==> src/rtl/dds_sample_formatter_if.sv <==
// Stream bundle between the DDS/NCO lookup and the sample formatter, and onward to the mixer/DAC path.
// Carries: in_mode/in_dat/in_vld/in_rdy (upstream beat), out_dat/out_vld/out_rdy (downstream beat), clip_cnt.
// Modports: master = traffic source/sink side (drives inputs, consumes outputs); slave = formatter side.
interface dds_sample_formatter_if #(
    parameter int W  = 8,
    parameter int CH = 2
) ();
    logic [1:0]      in_mode;   // transform select, travels with its beat
    logic [CH*W-1:0] in_dat;    // channel c at [c*W +: W]
    logic            in_vld;
    logic            in_rdy;
    logic [CH*W-1:0] out_dat;   // same packing as in_dat
    logic            out_vld;
    logic            out_rdy;
    logic [15:0]     clip_cnt;  // saturation event count

    modport master (
        output in_mode, in_dat, in_vld, out_rdy,
        input  in_rdy, out_dat, out_vld, clip_cnt
    );

    modport slave (
        input  in_mode, in_dat, in_vld, out_rdy,
        output in_rdy, out_dat, out_vld, clip_cnt
    );
endinterface

==> src/rtl/dds_sample_formatter.sv <==
// Purpose: per-beat DDS sample format transform (bypass / offset rotate / MSB flip / saturating negate).
// Latency: 2 cycles (stage A registers the beat, stage B registers the result); one beat per cycle.
// Backpressure: in_rdy = !A_vld || !B_vld || out_rdy; out_dat held while out_vld && !out_rdy.
//
// Ports:
//   i_clk    - clock
//   i_rst    - asynchronous reset, active-high; discards in-flight beats
//   io_strm  - dds_sample_formatter_if.slave (in_mode/in_dat/in_vld/in_rdy,
//              out_dat/out_vld/out_rdy, clip_cnt)
// Optional feature: define DDS_FMT_CLIP_CNT_EN to enable the clip event counter;
// otherwise clip_cnt is tied to 0 (negate still saturates).
module dds_sample_formatter #(
    parameter int W      = 8,                 // sample width per channel, >= 2
    parameter int CH     = 2,                 // channels per beat
    parameter int OFFSET = 2**(W-1) - 1       // mode 1 rotate constant, < 2**W
) (
    input  logic                   i_clk,
    input  logic                   i_rst,
    dds_sample_formatter_if.slave  io_strm
);

    localparam logic [W-1:0] OFFSET_W = W'(OFFSET);
    localparam logic [W-1:0] MIN_NEG  = {1'b1, {(W-1){1'b0}}};
    localparam logic [W-1:0] MAX_POS  = {1'b0, {(W-1){1'b1}}};
    localparam logic [W-1:0] ONE_W    = W'(1);

    // Stage A content: the mode is captured with the data so a later mode
    // change on the input cannot affect a beat already accepted.
    typedef struct packed {
        logic [1:0]      mode;
        logic [CH*W-1:0] dat;
    } beat_t;

    // Single-channel transform.
    function automatic logic [W-1:0] fmt_sample(input logic [W-1:0] x, input logic [1:0] m);
        logic [W-1:0] y;
        case (m)
            2'd0:    y = x;
            // Legacy rotate; wraps modulo 2**W, carry/borrow dropped.
            2'd1:    y = (x < OFFSET_W) ? (x + OFFSET_W) : (x - OFFSET_W);
            // Offset-binary <-> two's complement.
            2'd2:    y = {~x[W-1], x[W-2:0]};
            // Negate; the most negative value has no positive twin, so clamp.
            default: y = (x == MIN_NEG) ? MAX_POS : ((~x) + ONE_W);
        endcase
        return y;
    endfunction

    // ---------------------------------------------------------------
    // Handshake
    // ---------------------------------------------------------------
    logic            r_a_vld;
    beat_t           r_a;
    logic            r_b_vld;
    logic [CH*W-1:0] r_b_dat;

    logic            w_b_free;   // stage B can take a beat this cycle
    logic            w_a_adv;    // stage A content moves into stage B
    logic            w_in_rdy;
    logic            w_acc;      // upstream beat accepted into stage A
    logic [CH*W-1:0] w_res;

    // in_rdy depends only on register state and out_rdy, never on in_vld.
    assign w_b_free = !r_b_vld || io_strm.out_rdy;
    assign w_a_adv  = r_a_vld && w_b_free;
    assign w_in_rdy = !r_a_vld || w_b_free;
    assign w_acc    = io_strm.in_vld && w_in_rdy;

    assign io_strm.in_rdy  = w_in_rdy;
    assign io_strm.out_vld = r_b_vld;
    assign io_strm.out_dat = r_b_dat;

    // ---------------------------------------------------------------
    // Stage A: capture beat + mode
    // ---------------------------------------------------------------
    always_ff @(posedge i_clk or posedge i_rst) begin
        if (i_rst) begin
            r_a_vld <= 1'b0;
            r_a     <= '0;
        end else if (w_acc) begin
            r_a_vld  <= 1'b1;
            r_a.mode <= io_strm.in_mode;
            r_a.dat  <= io_strm.in_dat;
        end else if (w_a_adv) begin
            r_a_vld <= 1'b0;
        end
    end

    // ---------------------------------------------------------------
    // Transform of the stage A beat, all channels independent
    // ---------------------------------------------------------------
    always_comb begin
        w_res = '0;
        for (int c = 0; c < CH; c++) begin
            w_res[c*W +: W] = fmt_sample(r_a.dat[c*W +: W], r_a.mode);
        end
    end

    // ---------------------------------------------------------------
    // Stage B: registered result; only reloads when empty or draining,
    // so out_dat is frozen while the downstream stalls.
    // ---------------------------------------------------------------
    always_ff @(posedge i_clk or posedge i_rst) begin
        if (i_rst) begin
            r_b_vld <= 1'b0;
            r_b_dat <= '0;
        end else if (w_a_adv) begin
            r_b_vld <= 1'b1;
            r_b_dat <= w_res;
        end else if (io_strm.out_rdy) begin
            r_b_vld <= 1'b0;
        end
    end

    // ---------------------------------------------------------------
    // Clip event counter
    // ---------------------------------------------------------------
`ifdef DDS_FMT_CLIP_CNT_EN
    logic [15:0] r_clip_cnt;
    logic [15:0] w_nclip;    // clipping channels in the stage A beat
    logic [16:0] w_sum;      // extra bit detects counter overflow

    always_comb begin
        w_nclip = '0;
        for (int c = 0; c < CH; c++) begin
            if (r_a.mode == 2'd3 && r_a.dat[c*W +: W] == MIN_NEG) begin
                w_nclip = w_nclip + 16'd1;
            end
        end
    end

    assign w_sum = {1'b0, r_clip_cnt} + {1'b0, w_nclip};

    // Counted as the beat moves A -> B, so a stalled beat is counted once.
    always_ff @(posedge i_clk or posedge i_rst) begin
        if (i_rst) begin
            r_clip_cnt <= '0;
        end else if (w_a_adv) begin
            r_clip_cnt <= w_sum[16] ? 16'hFFFF : w_sum[15:0];
        end
    end

    assign io_strm.clip_cnt = r_clip_cnt;
`else
    assign io_strm.clip_cnt = '0;
`endif

endmodule
==> src/flat_wrapper.sv <==
// flat-port wrapper written by rule: the top's interface ports become plain ports
module dds_sample_formatter_flat 
#(
    parameter int W      = 8,                                                  
    parameter int CH     = 2,                                     
    parameter int OFFSET = 2**(W-1) - 1                                        
)
  (i_clk, i_rst, io_strm_in_mode, io_strm_in_dat, io_strm_in_vld, io_strm_out_rdy, io_strm_in_rdy, io_strm_out_dat, io_strm_out_vld, io_strm_clip_cnt);
  dds_sample_formatter_if #(.W(W), .CH(CH)) io_strm_i ();
  input  logic i_clk;
  input  logic i_rst;
  input wire logic [$bits(io_strm_i.in_mode)-1:0] io_strm_in_mode;
  input wire logic [$bits(io_strm_i.in_dat)-1:0] io_strm_in_dat;
  input wire logic [$bits(io_strm_i.in_vld)-1:0] io_strm_in_vld;
  input wire logic [$bits(io_strm_i.out_rdy)-1:0] io_strm_out_rdy;
  output wire logic [$bits(io_strm_i.in_rdy)-1:0] io_strm_in_rdy;
  output wire logic [$bits(io_strm_i.out_dat)-1:0] io_strm_out_dat;
  output wire logic [$bits(io_strm_i.out_vld)-1:0] io_strm_out_vld;
  output wire logic [$bits(io_strm_i.clip_cnt)-1:0] io_strm_clip_cnt;
  assign io_strm_i.in_mode = io_strm_in_mode;
  assign io_strm_i.in_dat = io_strm_in_dat;
  assign io_strm_i.in_vld = io_strm_in_vld;
  assign io_strm_i.out_rdy = io_strm_out_rdy;
  assign io_strm_in_rdy = io_strm_i.in_rdy;
  assign io_strm_out_dat = io_strm_i.out_dat;
  assign io_strm_out_vld = io_strm_i.out_vld;
  assign io_strm_clip_cnt = io_strm_i.clip_cnt;
  dds_sample_formatter #(.W(W), .CH(CH), .OFFSET(OFFSET)) u_core (.i_clk(i_clk), .i_rst(i_rst), .io_strm(io_strm_i));
endmodule
==> config.mk <==
export PLATFORM = sky130hd
export DESIGN_NAME = dds_sample_formatter_flat
export DESIGN_NICKNAME = d
export VERILOG_FILES = /design/src/rtl/dds_sample_formatter_if.sv /design/src/rtl/dds_sample_formatter.sv /design/src/flat_wrapper.sv
export SDC_FILE = /design/constraint.sdc
export NUM_CORES = 1
export LEC_CHECK = 0
export ABC_CLOCK_PERIOD_IN_PS = 2400
export BUFFER_PORTS_ARGS = -buffer_cell sky130_fd_sc_hd__clkbuf_2
export CAP_MARGIN = 20
export CORE_AREA = 5 5 78 80
export CTS_CLUSTER_DIAMETER = 50
export DETAILED_ROUTE_END_ITERATION = 16
export DIE_AREA = 0 0 83 85
export PLACE_DENSITY_LB_ADDON = 0.12
export RECOVER_POWER = 100
export SETUP_SLACK_MARGIN = 0.05
export SLEW_MARGIN = 0
export SYNTH_ARGS = -nofsm -noshare
export SYNTH_HDL_FRONTEND = slang
export SYNTH_SLANG_ARGS = --single-unit
==> constraint.sdc <==
create_clock -name i_clk -period 2.4 [get_ports i_clk]
set_clock_uncertainty 0.2 [all_clocks]
set_input_delay 0.12 -clock i_clk [delete_from_list [all_inputs] [get_ports i_clk]]
set_output_delay 0.12 -clock i_clk [all_outputs]
set_load 0.02 [all_outputs]
* After elaboration in Yosys (flattened, before gate mapping)
Cells that the tools add are included.
** Word-level totals
- Register bits after elaboration :: 36
- Bits of input ports :: 22
- Output and inout bits :: 34
- Logic and storage cells :: 40
** Cells by class
- Equal/unequal tests :: 4
- Add/sub/neg operators :: 6
- Bitwise operators :: 4
- Muxes and demuxes :: 10
- Magnitude comparators :: 2
- Reduce and logical (&&, ||, !) cells :: 9
** Operators by type and width (number)
- $pmux 8 s3 :: 2
- $mux 8 :: 4
- $add 8x1->8 const B :: 2
- $add 8x7->8 const B :: 2
- $eq 8x8->1 const B :: 2
- $lt 8x7->1 const B :: 2
- $not 8->8 :: 2
- $sub 8x7->8 const B :: 2
- $mux 1 :: 4
- $reduce_bool 2->1 :: 2
- $eq 2x1->1 const B :: 1
- $eq 2x2->1 const B :: 1
- $logic_and 1x1->1 :: 2
- $logic_not 1->1 :: 2
- $logic_not 2->1 :: 1
- $logic_or 1x1->1 :: 2
- $not 1->1 :: 2

* Logic depth before layout (Yosys ltp)
- Depth in word-level cells :: 5
- Mapped depth :: 9
- Depth with buffers taken out :: 7

* Least setup slack after synthesis
OpenSTA, ideal clock, no wires.
- Path type :: register to register
- From :: reg u_core.r_a[8] in the netlist's numbering
- To :: reg u_core.r_b_dat[14], in the netlist u_core.io_strm.out_dat[14]
- Arrival :: 2.000 ns
- Stages on the path, launching flop included :: 10
- Library setup time :: 0.128 ns
- Clock period less this slack :: 2.327 ns
- Path buffers :: 2
- Required time :: 2.072 ns
- Setup slack :: 0.073 ns
- Cells stage by stage :: dfrtp_1 > clkbuf_1 > inv_1 > ha_1 > or3b_2 > clkbuf_2 > nor4_1 > a21oi_1 > o221ai_1 > o21ai_1
** On the way
- Cells in the longest elaborated chain, start to end :: 4
- Elaborated cells on any way between the ends :: 9
- Those cells by class :: add/sub: 3; order compare: 1; eq/ne: 1; mux: 3; bitwise: 1
** RTL lines
- from (decl) :: line dds_sample_formatter.sv:53 : beat_t r_a;
- $not 8->8 :: line dds_sample_formatter.sv:44 : default: y = (x == MIN_NEG) ? MAX_POS : ((~x) + ONE_W);
- $add 8x1->8 :: line dds_sample_formatter.sv:44
- $mux 8 :: line dds_sample_formatter.sv:44
- $pmux 8 s3 * :: line dds_sample_formatter.sv:37 : case (m)
- to (signal assigned) :: line dds_sample_formatter.sv:109 : r_b_dat <= w_res;
- to (decl) :: line dds_sample_formatter.sv:55 : logic [CH*W-1:0] r_b_dat;
Mark *: on every way between the ends. The rest lies on a longest branch, timed or not.
A chain may end at the register's enable or synchronous reset.

* Worst setup path after layout
- From :: reg u_core.r_a[0] in the netlist's numbering
- To :: reg u_core.r_b_dat[5], in the netlist u_core.io_strm.out_dat[5]
Same word-level chain as after synthesis.

==> metrics <==
crit-path max FO=5; core area=about 5300 um2; Die Span X=~83 um; largest net degree at the start of global routing=37; global-route wire length before repair=approximately 11,000 um; Max H-tree Level=2; Multi-input gate area=about 1400 um2; # IOs=between 50 and 60; GRT Total Usage=0.1818; Worst Tran Pin Value=896.4 ps; Routed Antenna Nets=0; mapped cell area=2494 um2; First-pass DRT Iterations=6; post-synthesis cell type count=56; storage element area=900.9 um2; DRT iter0 DRCs=295; Max-Cap Viols=0; clk slew on worst S/H paths=70 ps; Most used DFF post-synth=dfrtp_1; Cells after Synth=283; cell count after placement=approximately 390; layout cells sized above 1=0.2000; Via Count=~2,300; final WL=between 6000 and 7000 um; most frequent cell after synthesis=dfrtp_1; minimum clock period=roughly 2300 ps; worst reg2reg path depth=5; row cnt=27; Yosys top cell by area=dfrtp_1; DR DRC count=0; hold path endpoint=u_core.io_strm.out_dat[15]; RSZ-0062 raised after global routing=true; EDFF count, synth=0; Final nets=around 370; Port Buf Inserts=39; Max Slew Vio Count=0; R2R Setup Slk=140 ps; synthesized area per cell=about 9 um2; final setup fails=0; synth cell count leaders=36 x dfrtp_1, 23 x nand2_1, 20 x mux2_2; Peak Freq=between 0.4 and 0.5 GHz; Initial Utilization=0.4672; GRT overflow=0; R2R Path Start=u_core.r_a[0]; Max Root-Sink Buffers=2; Post-synth ARST share=1.000; proportion of synthesized chip area in sequential cells=0.3613; Synthesis Warnings=0; Clk Latency, worst-skew pair=around 280 ps; Yosys reg bits=36; initial antenna violation count=0; root buffer cell=clkbuf_8; DIE HEIGHT=approximately 85 um; ant diodes=0; leakage power total=1.278 nW; setup_tns=0 ps; outcome=complete, no violations; Placer Congestion=0.9191; period utilization=0.9431; FILL cells=just over 500; Post-CTS Setup Inserts=0; crit path DAT=2220 ps; Sinks on Clock Net=36; area of the die=between 7000 and 8000 um2; area grow syn2layout=21.68%; Worst Hold Launch=u_core.io_strm.out_dat[15]; Vias/cell=roughly 5.6; TritonCTS clock tree=yes; reg-to-reg endpoint=u_core.io_strm.out_dat[5]; Final Hold Vio Count=0; Worst setup startpoint=u_core.r_a[0]; dpl hpwl=between 4000 and 5000 um; PD cells=a little over 700 nW/um2; fin cells=between 400 and 500; CTS Buf Count=5; peak supply drop=0.0004078 V; share of the synthesized area in the top cell type=0.3613; drt wl/cell=between 15 and 20 um; Synth area leaders=dfrtp_1 36%, mux2_2 9.0%, buf_4 5.1%, nand2_1 3.5%, clkbuf_1 2.9%; startpoint types=flip-flop; vias in the first global route=between 2,000 and 2,500; Worst Hold Class=reg2reg; CP required=between 2000 and 2500 ps; relative slew slack=0.4024; crit end category=flip-flop; Setup CP Type=reg2reg; Min-Delay Path Depth=2
==> metrics by stage <==
step / hold WS [ps] / setup slack, ps / util / instance area (um2) / power (mW)
2_1_floorplan: 28.37 / 72.95 / - / 2550 / 1.490
3_3_place_gp: 36.12 / 174.7 / 0.5162 / 2755 / 1.740
3_5_place_dp: 33.78 / 131.4 / 0.5162 / 2755 / 1.743
4_1_cts: 277.7 / 131.1 / 0.5755 / 3072 / 2.249
5_1_grt: 320.0 / 32.47 / 0.5684 / 3034 / 2.360
6_report: 295.5 / 136.6 / 0.5684 / 3034 / 2.201
==> timing repair <==
item                       in CTS  in global routing
setup endpoints to repair       0                  3
hold buffers                   22                  0
hold endpoints to repair       56                  0
gates resized for setup         0                  2
==> cell type report <==
type                    instances  area share
clock buffers                   7     0.03175
inverters                      11     0.01361
multi-input cells             210      0.4565
flip-flops and latches         36      0.2969
well taps                      72     0.02969
repair buffers                 81      0.1715
==> how the worst max path moves through the flow <==
stage / endpoint / slack [ps]
2_1_floorplan: u_core.io_strm.out_dat[14] / 70
3_3_place_gp: u_core.io_strm.out_dat[5] / 170
3_5_place_dp: u_core.io_strm.out_dat[14] / 130
4_1_cts: u_core.io_strm.out_dat[13] / 130
5_1_grt: u_core.io_strm.out_dat[5] / 30
6_report: u_core.io_strm.out_dat[5] / 140
==> worst max-delay path, cell delays in order, from the launching register on <==
cell,delay [ps]
dfrtp_1,420
or3_1,460
or3_1,380
mux2_2,290
a221oi_1,270
o22ai_1,120
==> where the power goes <==
group          internal [mW]  total, mW  switching (mW)
Combinational          0.349      0.855           0.505
Sequential             0.737      0.877           0.140
Clock                  0.256      0.469           0.213
Total                   1.34       2.20           0.858
==> cells by family (layout without fill, tap and decap cells) <==
group,after synthesis,count (layout),synth area share
AO/OA/AOI/OAI,68,68,0.1841
XOR/XNOR,7,7,0.02459
adder cells (fa/ha/maj),4,4,0.02007
buffers and inverters,52,99,0.1089
flip-flops,36,36,0.3613
multiplexers,25,25,0.1104
other,1,16,0.001504
AND/OR/NAND/NOR,90,90,0.1892
==> flip-flops by register name, summed over array words and instances (netlist names) <==
signal,cells
u_core.io_strm.out_dat,16
u_core.io_strm.out_vld,1
u_core.r_a,18
u_core.r_a_vld,1
==> routing by layer <==
metal / up-vias / share of wire / GRT usage
li1: 1126 / - / -
met1: 1098 / 0.50 / 0.2779
met2: 100 / 0.43 / 0.2595
met3: 4 / 0.069 / 0.04078
met4: 0 / 0.0076 / 0.04012
met5: - / 0 / 0
==> cell usage in the layout, fill, tap and decap left out, drive strengths merged, types with 7 or more instances in the layout <==
cell | synthesis | layout
nor3 | 10 | 10
nand3 | 9 | 9
o21ai | 15 | 15
clkbuf | 20 | 53
a31oi | 7 | 7
mux2 | 20 | 20
buf | 21 | 13
dlygate4sd3 | 0 | 22
inv | 10 | 10
conb | 1 | 16
a21oi | 13 | 13
nor2 | 18 | 18
nand2 | 23 | 23
dfrtp | 36 | 36
No activity file was read; power rests on OpenSTA's default activity.
